===== src/rtl/spiram_ctrl_if.sv =====
// CPU memory bus plus SPI pins of the serial SRAM bridge, bundled as one port.
// The slave modport is the controller; the master modport is the CPU/SRAM side.
interface spiram_ctrl_if #(
   parameter int ADDR_W = 15
);
   logic [ADDR_W-1:0] mem_addr;
   logic [31:0]       mem_wdata;
   logic [3:0]        mem_wmask;
   logic              mem_rstrb;
   logic [31:0]       mem_rdata;
   logic              mem_rbusy;
   logic              mem_wbusy;
   logic              spi_cs_n;
   logic              spi_sck;
   logic              spi_mosi;
   logic              spi_miso;

   modport slave (
      input  mem_addr, mem_wdata, mem_wmask, mem_rstrb, spi_miso,
      output mem_rdata, mem_rbusy, mem_wbusy, spi_cs_n, spi_sck, spi_mosi
   );

   modport master (
      output mem_addr, mem_wdata, mem_wmask, mem_rstrb, spi_miso,
      input  mem_rdata, mem_rbusy, mem_wbusy, spi_cs_n, spi_sck, spi_mosi
   );
endinterface


===== src/rtl/spiram_ctrl.sv =====
// SPI mode-0 master that turns each femtoRV word read or masked write into one
// CS-framed 23K256 transaction (cmd, 16-bit address, data bytes, MSB first).
// Handshake: a request is a cycle with mem_rstrb=1 or mem_wmask!=0 while the
// controller is idle; it is taken on that edge, the matching busy flag is high
// from the accept edge until the edge that returns to idle, and requests seen
// while busy are dropped. A write beats a read on the same edge.
module spiram_ctrl #(
   parameter int CLK_DIV = 2,
   parameter int ADDR_W  = 15
) (
   input  logic         clk,
   input  logic         reset,
   spiram_ctrl_if.slave bus,
   output logic [2:0]   state_dbg
);
   localparam int DIV_W = (CLK_DIV > 1) ? $clog2(CLK_DIV) : 1;

   typedef enum logic [2:0] {
      IDLE     = 3'd0,
      CS_SETUP = 3'd1,
      SHIFT    = 3'd2,
      CS_HOLD  = 3'd3,
      CS_GAP   = 3'd4
   } state_t;

   state_t           state, state_next;
   logic [DIV_W-1:0] div_cnt;
   logic             phase;        // sck level inside SHIFT
   logic [5:0]       bit_cnt;
   logic [5:0]       last_bit;
   logic [55:0]      tx_sreg;
   logic [31:0]      rx_sreg;
   logic [31:0]      rdata;
   logic             mosi;
   logic             op_write;

   logic             accept_w, accept_r;
   logic             seg_end, rise_edge, fall_edge, frame_end;
   logic [1:0]       lo_idx, hi_idx, addr_lo;
   logic [2:0]       n_bytes;
   logic [5:0]       frame_last;
   logic [15:0]      frame_addr;
   logic [31:0]      data_al;
   logic [55:0]      frame_load;
   logic             unused_bits;

   assign accept_w  = (state == IDLE) && (bus.mem_wmask != 4'b0000);
   assign accept_r  = (state == IDLE) && bus.mem_rstrb && (bus.mem_wmask == 4'b0000);
   assign seg_end   = (div_cnt == DIV_W'(CLK_DIV - 1));
   assign rise_edge = (state == SHIFT) && seg_end && !phase;
   assign fall_edge = (state == SHIFT) && seg_end && phase;
   assign frame_end = fall_edge && (bit_cnt == last_bit);

   // Lowest/highest enabled byte lane; holes inside the span are still sent.
   always_comb begin
      lo_idx = 2'd0;
      hi_idx = 2'd0;
      for (int i = 3; i >= 0; i--)
         if (bus.mem_wmask[i]) lo_idx = 2'(i);
      for (int i = 0; i < 4; i++)
         if (bus.mem_wmask[i]) hi_idx = 2'(i);
   end

   // Build the full outgoing frame from the request as it stands on the accept edge.
   always_comb begin
      addr_lo    = accept_w ? lo_idx : 2'b00;
      n_bytes    = accept_w ? (3'(hi_idx) - 3'(lo_idx) + 3'd1) : 3'd4;
      frame_last = 6'd23 + {n_bytes, 3'b000};
      frame_addr = 16'({bus.mem_addr[ADDR_W-1:2], addr_lo});
      data_al    = accept_w ? (bus.mem_wdata >> {lo_idx, 3'b000}) : 32'h0;
      frame_load = {(accept_w ? 8'h02 : 8'h03), frame_addr,
                    data_al[7:0], data_al[15:8], data_al[23:16], data_al[31:24]};
   end

   // State register.
   always_ff @(posedge clk) begin
      if (reset) state <= IDLE;
      else       state <= state_next;
   end

   // Next-state and pin decode.
   always_comb begin
      state_next    = state;
      bus.spi_cs_n  = 1'b1;
      bus.spi_sck   = 1'b0;
      bus.mem_rbusy = 1'b0;
      bus.mem_wbusy = 1'b0;
      unique case (state)
         IDLE:     if (accept_w || accept_r) state_next = CS_SETUP;
         CS_SETUP: if (seg_end)   state_next = SHIFT;
         SHIFT:    if (frame_end) state_next = CS_HOLD;
         CS_HOLD:  if (seg_end)   state_next = CS_GAP;
         CS_GAP:   if (seg_end)   state_next = IDLE;
         default:                 state_next = IDLE;
      endcase
      if (state == CS_SETUP || state == SHIFT || state == CS_HOLD) bus.spi_cs_n = 1'b0;
      if (state == SHIFT && phase) bus.spi_sck = 1'b1;
      if (state != IDLE) begin
         bus.mem_rbusy = !op_write;
         bus.mem_wbusy = op_write;
      end
   end

   // Timing counters, shift registers and the read-data latch.
   always_ff @(posedge clk) begin
      if (reset) begin
         div_cnt  <= '0;
         phase    <= 1'b0;
         bit_cnt  <= 6'd0;
         last_bit <= 6'd0;
         tx_sreg  <= 56'h0;
         rx_sreg  <= 32'h0;
         rdata    <= 32'h0;
         mosi     <= 1'b0;
         op_write <= 1'b0;
      end else if (state == IDLE) begin
         div_cnt <= '0;
         phase   <= 1'b0;
         bit_cnt <= 6'd0;
         if (accept_w || accept_r) begin
            op_write <= accept_w;
            tx_sreg  <= frame_load;
            mosi     <= frame_load[55];
            last_bit <= frame_last;
         end
      end else begin
         div_cnt <= seg_end ? '0 : div_cnt + 1'b1;
         if (state == SHIFT && seg_end) phase <= ~phase;
         // Every bit is shifted in; only the last 32 (the data bytes) survive.
         if (rise_edge) rx_sreg <= {rx_sreg[30:0], bus.spi_miso};
         if (fall_edge) begin
            if (frame_end) begin
               mosi <= 1'b0;
            end else begin
               bit_cnt <= bit_cnt + 6'd1;
               tx_sreg <= {tx_sreg[54:0], 1'b0};
               mosi    <= tx_sreg[54];
            end
         end
         // First received byte lands in the low lane.
         if (state == CS_HOLD && seg_end && !op_write)
            rdata <= {rx_sreg[7:0], rx_sreg[15:8], rx_sreg[23:16], rx_sreg[31:24]};
      end
   end

   assign bus.spi_mosi  = mosi;
   assign bus.mem_rdata = rdata;
   assign state_dbg     = state;
   assign unused_bits   = ^{bus.mem_addr[1:0], tx_sreg[55]};
endmodule


===== src/flat_wrapper.sv =====
// flat-port wrapper written by rule: the top's interface ports become plain ports
module spiram_ctrl_flat 
#(
   parameter int CLK_DIV = 2,
   parameter int ADDR_W  = 15
)
  (clk, reset, state_dbg, bus_mem_addr, bus_mem_wdata, bus_mem_wmask, bus_mem_rstrb, bus_spi_miso, bus_mem_rdata, bus_mem_rbusy, bus_mem_wbusy, bus_spi_cs_n, bus_spi_sck, bus_spi_mosi);
  spiram_ctrl_if #(.ADDR_W(ADDR_W)) bus_i ();
  input  logic clk;
  input  logic reset;
  output logic [2:0] state_dbg;
  input wire logic [$bits(bus_i.mem_addr)-1:0] bus_mem_addr;
  input wire logic [$bits(bus_i.mem_wdata)-1:0] bus_mem_wdata;
  input wire logic [$bits(bus_i.mem_wmask)-1:0] bus_mem_wmask;
  input wire logic [$bits(bus_i.mem_rstrb)-1:0] bus_mem_rstrb;
  input wire logic [$bits(bus_i.spi_miso)-1:0] bus_spi_miso;
  output wire logic [$bits(bus_i.mem_rdata)-1:0] bus_mem_rdata;
  output wire logic [$bits(bus_i.mem_rbusy)-1:0] bus_mem_rbusy;
  output wire logic [$bits(bus_i.mem_wbusy)-1:0] bus_mem_wbusy;
  output wire logic [$bits(bus_i.spi_cs_n)-1:0] bus_spi_cs_n;
  output wire logic [$bits(bus_i.spi_sck)-1:0] bus_spi_sck;
  output wire logic [$bits(bus_i.spi_mosi)-1:0] bus_spi_mosi;
  assign bus_i.mem_addr = bus_mem_addr;
  assign bus_i.mem_wdata = bus_mem_wdata;
  assign bus_i.mem_wmask = bus_mem_wmask;
  assign bus_i.mem_rstrb = bus_mem_rstrb;
  assign bus_i.spi_miso = bus_spi_miso;
  assign bus_mem_rdata = bus_i.mem_rdata;
  assign bus_mem_rbusy = bus_i.mem_rbusy;
  assign bus_mem_wbusy = bus_i.mem_wbusy;
  assign bus_spi_cs_n = bus_i.spi_cs_n;
  assign bus_spi_sck = bus_i.spi_sck;
  assign bus_spi_mosi = bus_i.spi_mosi;
  spiram_ctrl #(.CLK_DIV(CLK_DIV), .ADDR_W(ADDR_W)) u_core (.clk(clk), .reset(reset), .bus(bus_i), .state_dbg(state_dbg));
endmodule

===== config.mk =====
export PLATFORM = sky130hd
export DESIGN_NAME = spiram_ctrl_flat
export DESIGN_NICKNAME = d
export VERILOG_FILES = /design/src/rtl/spiram_ctrl_if.sv /design/src/rtl/spiram_ctrl.sv /design/src/flat_wrapper.sv
export SDC_FILE = /design/constraint.sdc
export NUM_CORES = 1
export LEC_CHECK = 0
export ABC_AREA = 1
export ABC_CLOCK_PERIOD_IN_PS = 3830
export BUFFER_PORTS_ARGS = -buffer_cell sky130_fd_sc_hd__buf_2
export CAP_MARGIN = 10
export CORE_UTILIZATION = 61
export CTS_CLUSTER_DIAMETER = 100
export DETAILED_ROUTE_END_ITERATION = 12
export GPL_TIMING_DRIVEN = 0
export MAX_ROUTING_LAYER = met4
export PLACE_DENSITY_LB_ADDON = 0.2
export SLEW_MARGIN = 20
export SYNTH_ARGS = -nofsm -noshare
export SYNTH_HDL_FRONTEND = slang
export SYNTH_SLANG_ARGS = --single-unit

===== constraint.sdc =====
create_clock -name clk -period 3.83 [get_ports clk]
set_clock_uncertainty 0.15 [all_clocks]
set_input_delay 0.383 -clock clk [delete_from_list [all_inputs] [get_ports clk]]
set_output_delay 0.383 -clock clk [all_outputs]
set_load 0.03 [all_outputs]

==> reports/results.txt <==
Outcome -> complete, no violations
Height of the die -> 102 um
Data required, critical path -> 3300 ps
Number of global-route vias before repair -> 5465
Source-to-sink clock delay at the later pin of the worst-skew pair -> 530 ps
Post-synth EDFFs -> 0
Clock tree root buffer cell -> sky130_fd_sc_hd__clkbuf_8
DP HPWL -> 10.8 mm
Maximum clock path buffer count -> 2
Total congestion overflow -> 0
Type of the tightest min-delay check -> input pin to register
Worst max-slew margin expressed relative to the limit -> 61.7%
LEAKAGE -> 3.22 nW
Total vias in the final route -> 6206
Synth unique cells -> 32
Number of DRC violations after detailed routing -> 0
Final critical delay including setup and external delays -> 2520 ps
Number of vias per cell -> 5.49
Worst Path Max Fanout -> 10
Antenna fix cells -> 0
Antenna violations before repair -> 0
Total placed instance area -> 6700 um2
Final Instance Area -> 7280 um2
Post-layout nets -> 1044
Post-route setup TNS -> 0 ps
Actual slew at the worst max-slew pin -> 574 ps
Class of the most critical setup path -> register to output port
Internal power component -> 3.22 mW
Total number of placement rows -> 36
RSZ-0062 raised after global routing -> false
Fmax -> 396 MHz
Total detailed-routing wirelength -> 15.8 mm
Most frequently used flop master after synthesis -> sky130_fd_sc_hd__dfxtp_1
Most numerous cell types in the synthesized netlist -> 192 x sky130_fd_sc_hd__nand2_1, 136 x sky130_fd_sc_hd__dfxtp_1, 115 x sky130_fd_sc_hd__nor2_1
Number of CTS-inserted buffers -> 17
Crit-path max cell delay -> 370 ps
Final design utilization -> 74.8%
Area growth syn-to-layout -> 19.7%
Total setup violations reported at the end of the flow -> 0
Flip-flop and latch count after synthesis -> 136
Critical path startpoint category -> register
Crit path buf inv count -> 3
Switching pwr -> 2.18 mW
Mapped Cells -> 873
Part of the power in the clock network -> 28.5%
Placeable core region -> 9730 um2
Power density over the cells -> 742 nW/um2
Fraction of layout cells with a size suffix above 1 -> 17.1%
Cell type with the highest occurrence count on the critical path -> sky130_fd_sc_hd__buf_2
Total standard cell area after synthesis -> 6080 um2
Series of cell instances along the critical path -> nor2_4 > nand2_2 > inv_4 > buf_2 > nor2_1 > buf_2
Critical path's slowest cell -> sky130_fd_sc_hd__dfxtp_1
Net Sw Frac -> 40.4%
Maximum number of pins on one net before global-route repair -> 17
Synthesized Nets -> 932
Resized cells post-CTS -> 0
Period Utilization, post-route -> 65.9%
Count of synthesis-stage warnings from yosys -> 0
Comb pwr share -> 35.8%
Global router's overall resource usage -> 32.4%
Synth top area cells -> sky130_fd_sc_hd__dfxtp_1 45%, sky130_fd_sc_hd__nand2_1 12%, sky130_fd_sc_hd__a21oi_1 9.1%
Proportion of synthesized flip-flops having asynchronous set or reset -> 0%
Hold Violations, Final -> 0
Routed WL per cell -> 14.0 um
Worst-path clk slew -> 70 ps
Number of DRC markers in iteration 0 -> 424
Worst supply voltage drop on vdd -> 0.508 mV
Count of buffers added by post-CTS timing repair for setup -> 0
Total chip power -> 5.40 mW
Final antenna-violating net count -> 0
Library cell occupying the most area in the post-synthesis netlist -> sky130_fd_sc_hd__dfxtp_1
Wire length of the first global-routing pass -> 25.5 mm
Sequential Power Share -> 35.6%
Count of buffers inserted at the top-level ports -> 92
Crit path arrival time -> 1990 ps
Number of max-slew violations in the final report -> 0
Starting density of the core -> 62.5%
Sinks on Clock Net -> 136
CP top delay family -> buffers and inverters
H-Tree Level Count -> 4
Avg Synthesized Cell Area -> 6.96 um2
Clock tree from TritonCTS -> built
First drt pass iteration count -> 7
Die footprint -> 10400 um2
Final GP Congestion -> 0.934
Critical Path End Type -> output port
IO Pins -> 95
Hold buffers post-CTS -> 1
Sequential fraction of the synthesis area -> 44.8%
Most common cell in the synthesized netlist -> sky130_fd_sc_hd__nand2_1
Number of max-cap violations -> 0
Post-synth top area share -> 44.8%
Die Width -> 102 um
[final timing paths]
kind                                          start            endpoint  slack [ps]  depth (start not counted)
worst max-delay path            u_core.state_dbg[2]       bus_mem_wbusy        1310                          6
worst min-delay path              bus_mem_wdata[24]   u_core.tx_sreg[0]          10                          3
worst max register to register  u_core.state_dbg[1]   u_core.tx_sreg[6]        1720                          8
worst min register to register   u_core.tx_sreg[53]  u_core.tx_sreg[53]         310                          2
[layer usage]
layer	GRT usage, %	part of all wire (%)	vias to the layer above
met4	11.0	1.4	0
met5	-	0	-
met3	5.20	6.7	24
met1	44.3	47	2884
met2	48.9	45	226
li1	-	-	3072
[stage by stage]
step	std cells	hold slack (ps)	setup slack, ps
after global routing	1131	20.0	1210
after detailed placement	1098	302	1260
after global placement	1098	297	1280
after CTS	1131	4.01	1340
after floorplan	873	280	1670
final	1131	9.99	1310
[power groups by stage]
| stage | logic [mW] | registers, mW | clock network, mW |
|---|---|---|---|
| 2_1_floorplan | 1.37 | 1.96 | 0 |
| 3_3_place_gp | 1.85 | 1.93 | 0 |
| 3_5_place_dp | 1.87 | 1.94 | 0 |
| 4_1_cts | 1.90 | 1.92 | 1.54 |
| 5_1_grt | 2.16 | 1.96 | 1.60 |
| 6_report | 1.94 | 1.93 | 1.54 |
[tightest hold or removal path: cells and delay by family]
kind | cells | cell delay (ps)
AOI/OAI and AO/OA | 1 | 60
and+or+nand+nor | 1 | 70
buffers and inverters | 1 | 120
[cell type report]
cell class / instances / area [um2]
clock inverter: 14 / 135
tap: 133 / 166
multi-input combinational: 618 / 2820
clock buffer: 18 / 428
inverter: 65 / 249
buffer: 54 / 284
sequential: 136 / 2720
timing repair buffer: 93 / 470
fill: 806 / 2450
[placed cells by master, fill, tap and decap left out, types with 2 or more instances in the layout]
master	Yosys	final
sky130_fd_sc_hd__a211oi_1	2	2
sky130_fd_sc_hd__a21oi_1	111	111
sky130_fd_sc_hd__buf_2	18	110
sky130_fd_sc_hd__buf_4	3	3
sky130_fd_sc_hd__buf_6	6	6
sky130_fd_sc_hd__clkbuf_1	25	25
sky130_fd_sc_hd__clkbuf_16	0	16
sky130_fd_sc_hd__clkbuf_2	2	2
sky130_fd_sc_hd__clkbuf_8	0	2
sky130_fd_sc_hd__clkinvlp_4	0	4
sky130_fd_sc_hd__dfxtp_1	136	136
sky130_fd_sc_hd__ha_1	4	4
sky130_fd_sc_hd__inv_1	58	58
sky130_fd_sc_hd__inv_2	4	4
sky130_fd_sc_hd__inv_4	2	2
sky130_fd_sc_hd__inv_6	0	4
sky130_fd_sc_hd__inv_8	0	4
sky130_fd_sc_hd__nand2_1	192	192
sky130_fd_sc_hd__nand2_2	2	2
sky130_fd_sc_hd__nand2_4	3	3
sky130_fd_sc_hd__nand3_1	48	48
sky130_fd_sc_hd__nand3b_1	2	2
sky130_fd_sc_hd__nand4_1	2	2
sky130_fd_sc_hd__nor2_1	115	115
sky130_fd_sc_hd__nor2_2	2	2
sky130_fd_sc_hd__nor2_4	2	2
sky130_fd_sc_hd__nor3_1	2	2
sky130_fd_sc_hd__o21ai_0	79	79
sky130_fd_sc_hd__o21ai_1	43	43
sky130_fd_sc_hd__xnor2_1	2	2
sky130_fd_sc_hd__xor2_1	2	2
[logic make-up (layout without fill, tap and decap cells)]
kind of cell	Yosys count	count (layout)	share of synthesized area, %
simple gates	373	373	25.3
fa+ha+maj	4	4	0.824
buf+inv	119	244	8.77
flops	136	136	44.8
compound gates	237	237	19.7
xor+xnor	4	4	0.577
[state kept, by name, indices dropped and copies added (netlist names)]
signal	flops
u_core.bit_cnt	6
u_core.div_cnt	1
u_core.tx_sreg	55
u_core.rx_sreg	32
u_core.bus.mem_rdata	32
u_core.last_bit	4
u_core.bus.spi_mosi	1
u_core.op_write	1
u_core.state_dbg	3
u_core.phase	1
Power figures use the tool's default switching activity.
